## config.mk

```make
export PLATFORM = sky130hd
export DESIGN_NAME = reg_scoreboard_flat
export DESIGN_NICKNAME = d
export VERILOG_FILES = /design/src/rtl/reg_scoreboard_pkg.sv /design/src/rtl/reg_scoreboard_if.sv /design/src/rtl/reg_scoreboard_sb_counter.sv /design/src/rtl/reg_scoreboard.sv /design/src/flat_wrapper.sv
export SDC_FILE = /design/constraint.sdc
export NUM_CORES = 1
export LEC_CHECK = 0
export BUFFER_PORTS_ARGS = -buffer_cell sky130_fd_sc_hd__buf_2
export CAP_MARGIN = 10
export CORE_ASPECT_RATIO = 1.1
export CORE_UTILIZATION = 30
export CTS_CLUSTER_SIZE = 30
export DETAILED_ROUTE_END_ITERATION = 10
export GPL_TIMING_DRIVEN = 0
export SYNTH_ARGS = -nofsm -noshare
export SYNTH_HDL_FRONTEND = slang
export SYNTH_SLANG_ARGS = --single-unit
```

## constraint.sdc

```tcl
create_clock -name clk -period 4.6 [get_ports clk]
set_input_delay 0.46 -clock clk [delete_from_list [all_inputs] [get_ports clk]]
set_output_delay 0.46 -clock clk [all_outputs]
set_load 0.01 [all_outputs]
```

## src/rtl/reg_scoreboard_pkg.sv

```systemverilog
// Shared constants and types for the register scoreboard.
package reg_scoreboard_pkg;
  localparam int unsigned NREG    = 32;
  localparam int unsigned AW      = 5;
  localparam int unsigned CNT_W   = 2;
  localparam int unsigned CNT_MAX = (1 << CNT_W) - 1;
  localparam int unsigned TOT_W   = 7;

  typedef logic [AW-1:0]    reg_addr_t;
  typedef logic [CNT_W-1:0] cnt_t;
  typedef logic [TOT_W-1:0] total_t;
endpackage

```

## src/rtl/reg_scoreboard_if.sv

```systemverilog
// ID/WB-side signals of the scoreboard plus its status outputs.
interface reg_scoreboard_if;
  import reg_scoreboard_pkg::*;

  logic      id_valid;
  reg_addr_t id_rs1;
  logic      id_rs1_used;
  reg_addr_t id_rs2;
  logic      id_rs2_used;
  logic      id_we;
  reg_addr_t id_dest;
  logic      issue_fire;
  logic      wb_we;
  reg_addr_t wb_waddr;
  logic      flush;
  logic      stall_id;
  total_t    inflight_total;
  logic      sb_err;

  modport master (
    output id_valid, id_rs1, id_rs1_used, id_rs2, id_rs2_used,
           id_we, id_dest, issue_fire, wb_we, wb_waddr, flush,
    input  stall_id, inflight_total, sb_err
  );

  modport slave (
    input  id_valid, id_rs1, id_rs1_used, id_rs2, id_rs2_used,
           id_we, id_dest, issue_fire, wb_we, wb_waddr, flush,
    output stall_id, inflight_total, sb_err
  );
endinterface

```

## src/rtl/reg_scoreboard_sb_counter.sv

```systemverilog
// Saturating up/down pending-write counter for one register.
module sb_counter
  import reg_scoreboard_pkg::*;
(
  input  logic clk,
  input  logic clr,
  input  logic inc,
  input  logic dec,
  output cnt_t cnt,
  output logic up,
  output logic down,
  output logic err
);

  // Effective movement after saturation; inc and dec together cancel.
  always_comb begin
    up   = 1'b0;
    down = 1'b0;
    err  = 1'b0;
    if (!clr) begin
      if (inc && !dec) begin
        if (cnt == cnt_t'(CNT_MAX)) err = 1'b1;
        else                        up  = 1'b1;
      end else if (dec && !inc) begin
        if (cnt == '0) err  = 1'b1;
        else           down = 1'b1;
      end
    end
  end

  // Count register; clear covers both reset and flush.
  always_ff @(posedge clk) begin
    if (clr)       cnt <= '0;
    else if (up)   cnt <= cnt + cnt_t'(1);
    else if (down) cnt <= cnt - cnt_t'(1);
  end

endmodule

```

## src/rtl/reg_scoreboard.sv

```systemverilog
// Read-after-write interlock: per-register pending-write counts and ID stall.
module reg_scoreboard
  import reg_scoreboard_pkg::*;
(
  input  logic             clk,
  input  logic             reset,
  reg_scoreboard_if.slave  sb
);

  cnt_t            cnt [NREG];
  logic [NREG-1:0] up_v;
  logic [NREG-1:0] dn_v;
  logic [NREG-1:0] err_v;
  logic            inc;
  logic            dec;
  logic            clr;
  total_t          total_q;
  logic            err_q;

  assign inc = sb.issue_fire & sb.id_we & (sb.id_dest != '0);
  assign dec = sb.wb_we & (sb.wb_waddr != '0);
  assign clr = reset | sb.flush;

  // r0 is hardwired zero and never tracked.
  assign cnt[0]   = '0;
  assign up_v[0]  = 1'b0;
  assign dn_v[0]  = 1'b0;
  assign err_v[0] = 1'b0;

  for (genvar r = 1; r < NREG; r++) begin : g_cnt
    sb_counter u_cnt (
      .clk  (clk),
      .clr  (clr),
      .inc  (inc && (sb.id_dest == reg_addr_t'(r))),
      .dec  (dec && (sb.wb_waddr == reg_addr_t'(r))),
      .cnt  (cnt[r]),
      .up   (up_v[r]),
      .down (dn_v[r]),
      .err  (err_v[r])
    );
  end

  // Hazard detection from registered counts only.
  always_comb begin
    logic h1, h2, full;
    h1   = sb.id_rs1_used & (sb.id_rs1 != '0) & (cnt[sb.id_rs1] != '0);
    h2   = sb.id_rs2_used & (sb.id_rs2 != '0) & (cnt[sb.id_rs2] != '0);
    full = sb.id_we & (sb.id_dest != '0) & (cnt[sb.id_dest] == cnt_t'(CNT_MAX));
    sb.stall_id = sb.id_valid & (h1 | h2 | full);
  end

  // Total follows the counters' effective moves so it always equals their sum.
  always_ff @(posedge clk) begin
    if (clr) total_q <= '0;
    else     total_q <= total_q + total_t'(|up_v) - total_t'(|dn_v);
  end

  // Sticky protocol-violation flag.
  always_ff @(posedge clk) begin
    if (reset)                                  err_q <= 1'b0;
    else if ((|err_v) | (sb.issue_fire & sb.stall_id)) err_q <= 1'b1;
  end

  assign sb.inflight_total = total_q;
  assign sb.sb_err         = err_q;

endmodule

```

## src/flat_wrapper.sv

```systemverilog
// flat-port wrapper written by rule: the top's interface ports become plain ports
module reg_scoreboard_flat import reg_scoreboard_pkg::*;
  (clk, reset, sb_id_valid, sb_id_rs1, sb_id_rs1_used, sb_id_rs2, sb_id_rs2_used, sb_id_we, sb_id_dest, sb_issue_fire, sb_wb_we, sb_wb_waddr, sb_flush, sb_stall_id, sb_inflight_total, sb_sb_err);
  reg_scoreboard_if sb_i ();
  input  logic clk;
  input  logic reset;
  input wire logic [$bits(sb_i.id_valid)-1:0] sb_id_valid;
  input wire logic [$bits(sb_i.id_rs1)-1:0] sb_id_rs1;
  input wire logic [$bits(sb_i.id_rs1_used)-1:0] sb_id_rs1_used;
  input wire logic [$bits(sb_i.id_rs2)-1:0] sb_id_rs2;
  input wire logic [$bits(sb_i.id_rs2_used)-1:0] sb_id_rs2_used;
  input wire logic [$bits(sb_i.id_we)-1:0] sb_id_we;
  input wire logic [$bits(sb_i.id_dest)-1:0] sb_id_dest;
  input wire logic [$bits(sb_i.issue_fire)-1:0] sb_issue_fire;
  input wire logic [$bits(sb_i.wb_we)-1:0] sb_wb_we;
  input wire logic [$bits(sb_i.wb_waddr)-1:0] sb_wb_waddr;
  input wire logic [$bits(sb_i.flush)-1:0] sb_flush;
  output wire logic [$bits(sb_i.stall_id)-1:0] sb_stall_id;
  output wire logic [$bits(sb_i.inflight_total)-1:0] sb_inflight_total;
  output wire logic [$bits(sb_i.sb_err)-1:0] sb_sb_err;
  assign sb_i.id_valid = sb_id_valid;
  assign sb_i.id_rs1 = sb_id_rs1;
  assign sb_i.id_rs1_used = sb_id_rs1_used;
  assign sb_i.id_rs2 = sb_id_rs2;
  assign sb_i.id_rs2_used = sb_id_rs2_used;
  assign sb_i.id_we = sb_id_we;
  assign sb_i.id_dest = sb_id_dest;
  assign sb_i.issue_fire = sb_issue_fire;
  assign sb_i.wb_we = sb_wb_we;
  assign sb_i.wb_waddr = sb_wb_waddr;
  assign sb_i.flush = sb_flush;
  assign sb_stall_id = sb_i.stall_id;
  assign sb_inflight_total = sb_i.inflight_total;
  assign sb_sb_err = sb_i.sb_err;
  reg_scoreboard u_core (.clk(clk), .reset(reset), .sb(sb_i));
endmodule
```

==> results.toml <==
[logic_synthesis]
synth_edf_count = 0
ys_async_sr_fraction_pct = 0
ys_types = 82
yosysWarnings = 0
yosysTopAreaCellShare_pct = 21.2
postSynth.topFlopCell = "dfxtp_1"
postSynthCellCount = 939
post_synth.cell_area_avg_sq_um = 7.05
yosys-top-cells-area = "dfxtp_1, o21ai_0, nand2_1"
synthesis.nets = 976
synth_common_cells = "nand2_1, nor2_1, o21ai_0"
seq_area_frac_synth_pct = 21.2
synth_largest_area_cell = "dfxtp_1"
netlist_area_sq_um = 6620
ys_ff_latch = 70

[floorplan]
io_pins = 38
fp-row-count = 56
die_w_microns = 144
die_y_microns = 158
start_util_pct = 30.8
dieArea_sq_um = 22700
core_sq_um = 21500

[hold_path]
min_path_cells = 2
min_path_type = "input pin to flip-flop"

[clock_network]
cts_tree = "done"
cts_sinks = 70
h-tree-depth = 3
cts_buffers = 9
clockBufferDepth = 2
clock_latency_ps = 360
cts_root_buf = "clkbuf_16"
path_clk_slew_ps = 70

[timing]
setup_slack_ps = 206
finalHoldViolCount = 0
finalSetupViolations = 0
skew_ps = 9.70
finalCritPeriodShare_pct = 95.5
fmax_mhz = 228
slew-limit-headroom_pct = 35.3
slew_viol_final = 0
min_period_ps = 4390
worstMarginPinSlew_ps = 971

[detailed_routing]
vias = 8198
first_pass_iters = 6
viasPerCell = 6.40
antenna_left = 0
wl_per_cell_microns = 26.0
first_iter_violations = 1060
drc = 0
drt_wl_total_microns = 33300

[power]
finalPower_mw = 1.72
leakagePower_nw = 2.42
ir_worst_vdd_mv = 0.148
powerDensity_nw_per_um2 = 225

[layout]
syn2layout_area_growth_pct = 15.5
final_nets = 1023
drive_above_1_share_pct = 14.2
diodes = 0

[setup_path]
arrival_ps = 4610
critical_path.startpoint = "sb_id_dest[4]"
cp.required_ps = 4810
end_kind = "flip-flop"
worstSetupPathType = "input pin to flip-flop"
r2r-start = "u_core.g_cnt[2].u_cnt.cnt[1]$_SDFFE_PN0P_"
timing.critical_path.to = "u_core.sb.inflight_total[6]$_SDFF_PN0_"
rrSetupSlack_ps = 500
path_max_fanout = 10
reg2reg_to = "u_core.sb.inflight_total[6]$_SDFF_PN0_"
worstSetupStartpointType = "input pin"
r2r_cells = 17

[grt]
grt_usage_pct = 30.1
grt_pass1_vias = 7326
grt_max_degree = 15
grt_pass1_wl_microns = 48500
grt_antenna_before_repair = 0
overflow = 0

[place]
io_buffer_count = 31
pre_cts_ws_ps = -462
gp_congestion = 1.05
hpwl_microns = 25800

[run]
cap_violations = 0

[run_status]
status = "finished clean"
## cell families (layout without fill, tap and decap cells)
family	Yosys count	in the layout	share of synthesized area, %
xor gates and xnor gates	5	5	0.662
buffers and inverters	125	177	8.32
AOI/OAI and AO/OA	340	340	36.1
adders and majority gates	8	8	1.63
DFF	70	70	21.2
muxes	11	11	3.01
and+or+nand+nor	380	380	29.1
## state kept, by name, indices dropped and copies added, names as in the netlist
| name | flops |
|---|---|
| u_core.sb.sb_err | 1 |
| u_core.g_cnt.u_cnt.cnt | 62 |
| u_core.sb.inflight_total | 7 |
## critical path, cell delays in order
cell and delay [ps]:
buf_2 90, buf_2 260, nand2b_1 140, buf_2 320
nor2_4 120, a21oi_1 590, o21ai_0 340, o221ai_1 160
nor3_1 120, a31oi_1 290, ha_1 290, inv_1 60
ha_1 160, inv_1 50, fa_1 390, nor2b_1 160
o21ai_0 100, nand2b_1 110, a21o_1 120, a21oi_1 70
xnor2_1 160, nor2_1 50
## metrics by stage
stage                     cell area, sq um  utilization (%)  hold slack [ps]  setup TNS (ps)  std cells
after global placement                7140             33.2              495            -885       1260
after floorplan                       6620                -              465               0        939
after CTS                             7470             34.7              281               0       1276
after detailed placement              7140             33.2              501            -891       1260
after global routing                  7640             35.5              291           -23.1       1281
final                                 7640             35.5              284               0       1281
## cell type report
cell class,count,area [sq um]
fillers,2357,13900
multi-input cells,744,4790
flip-flops and latches,70,1400
plain buffers,83,405
well taps,290,363
clock buffers,9,225
repair buffers,36,193
inverters,42,158
clock inverters,7,105
## placed cells by master (no fill, tap or decap), types with 14 or more instances in the layout
master     netlist  routed
a211oi_1        23      23
a21oi_1         70      70
buf_2           20      49
clkbuf_1        48      45
dfxtp_1         70      70
inv_1           42      42
nand2_1         94      94
nand3_1         48      48
nor2_1          94      94
nor2b_1         14      14
nor3_1          42      42
o2111ai_1       18      18
o211ai_1        15      15
o21ai_0         89      88
o22ai_1         18      18
o311ai_2        15      14
## timing repair
item	4_1_cts	5_1_grt
setup endpoints to repair	1	2
gates resized for setup	1	28
pin swaps	0	3
setup buffers	0	5
hold buffers	0	0
## routing by layer
| layer | vias up | share of wire, % | track usage, % |
|---|---|---|---|
| li1 | 3635 | - | - |
| met1 | 3891 | 41 | 39.7 |
| met2 | 535 | 41 | 43.2 |
| met3 | 137 | 10 | 6.59 |
| met4 | 0 | 7.2 | 20.7 |
| met5 | - | 0 | 0 |
## where the power goes
part	total, mW	leakage (nW)	internal (mW)	switching [mW]
Clock	0.832	0.159	0.485	0.348
Sequential	0.610	0.564	0.608	0.00185
Combinational	0.277	1.70	0.0797	0.198
## how the worst min path moves through the flow
stage,start,end
6_report,reset,u_core.sb.sb_err$_SDFFE_PP0P_
5_1_grt,reset,u_core.sb.sb_err$_SDFFE_PP0P_
4_1_cts,reset,u_core.sb.sb_err$_SDFFE_PP0P_
3_5_place_dp,u_core.g_cnt[10].u_cnt.cnt[0]$_SDFFE_PN0P_,u_core.g_cnt[10].u_cnt.cnt[0]$_SDFFE_PN0P_
3_3_place_gp,u_core.g_cnt[29].u_cnt.cnt[0]$_SDFFE_PN0P_,u_core.g_cnt[29].u_cnt.cnt[0]$_SDFFE_PN0P_
2_1_floorplan,u_core.g_cnt[10].u_cnt.cnt[0]$_SDFFE_PN0P_,u_core.g_cnt[10].u_cnt.cnt[0]$_SDFFE_PN0P_
No activity file was read; power rests on OpenSTA's default activity.
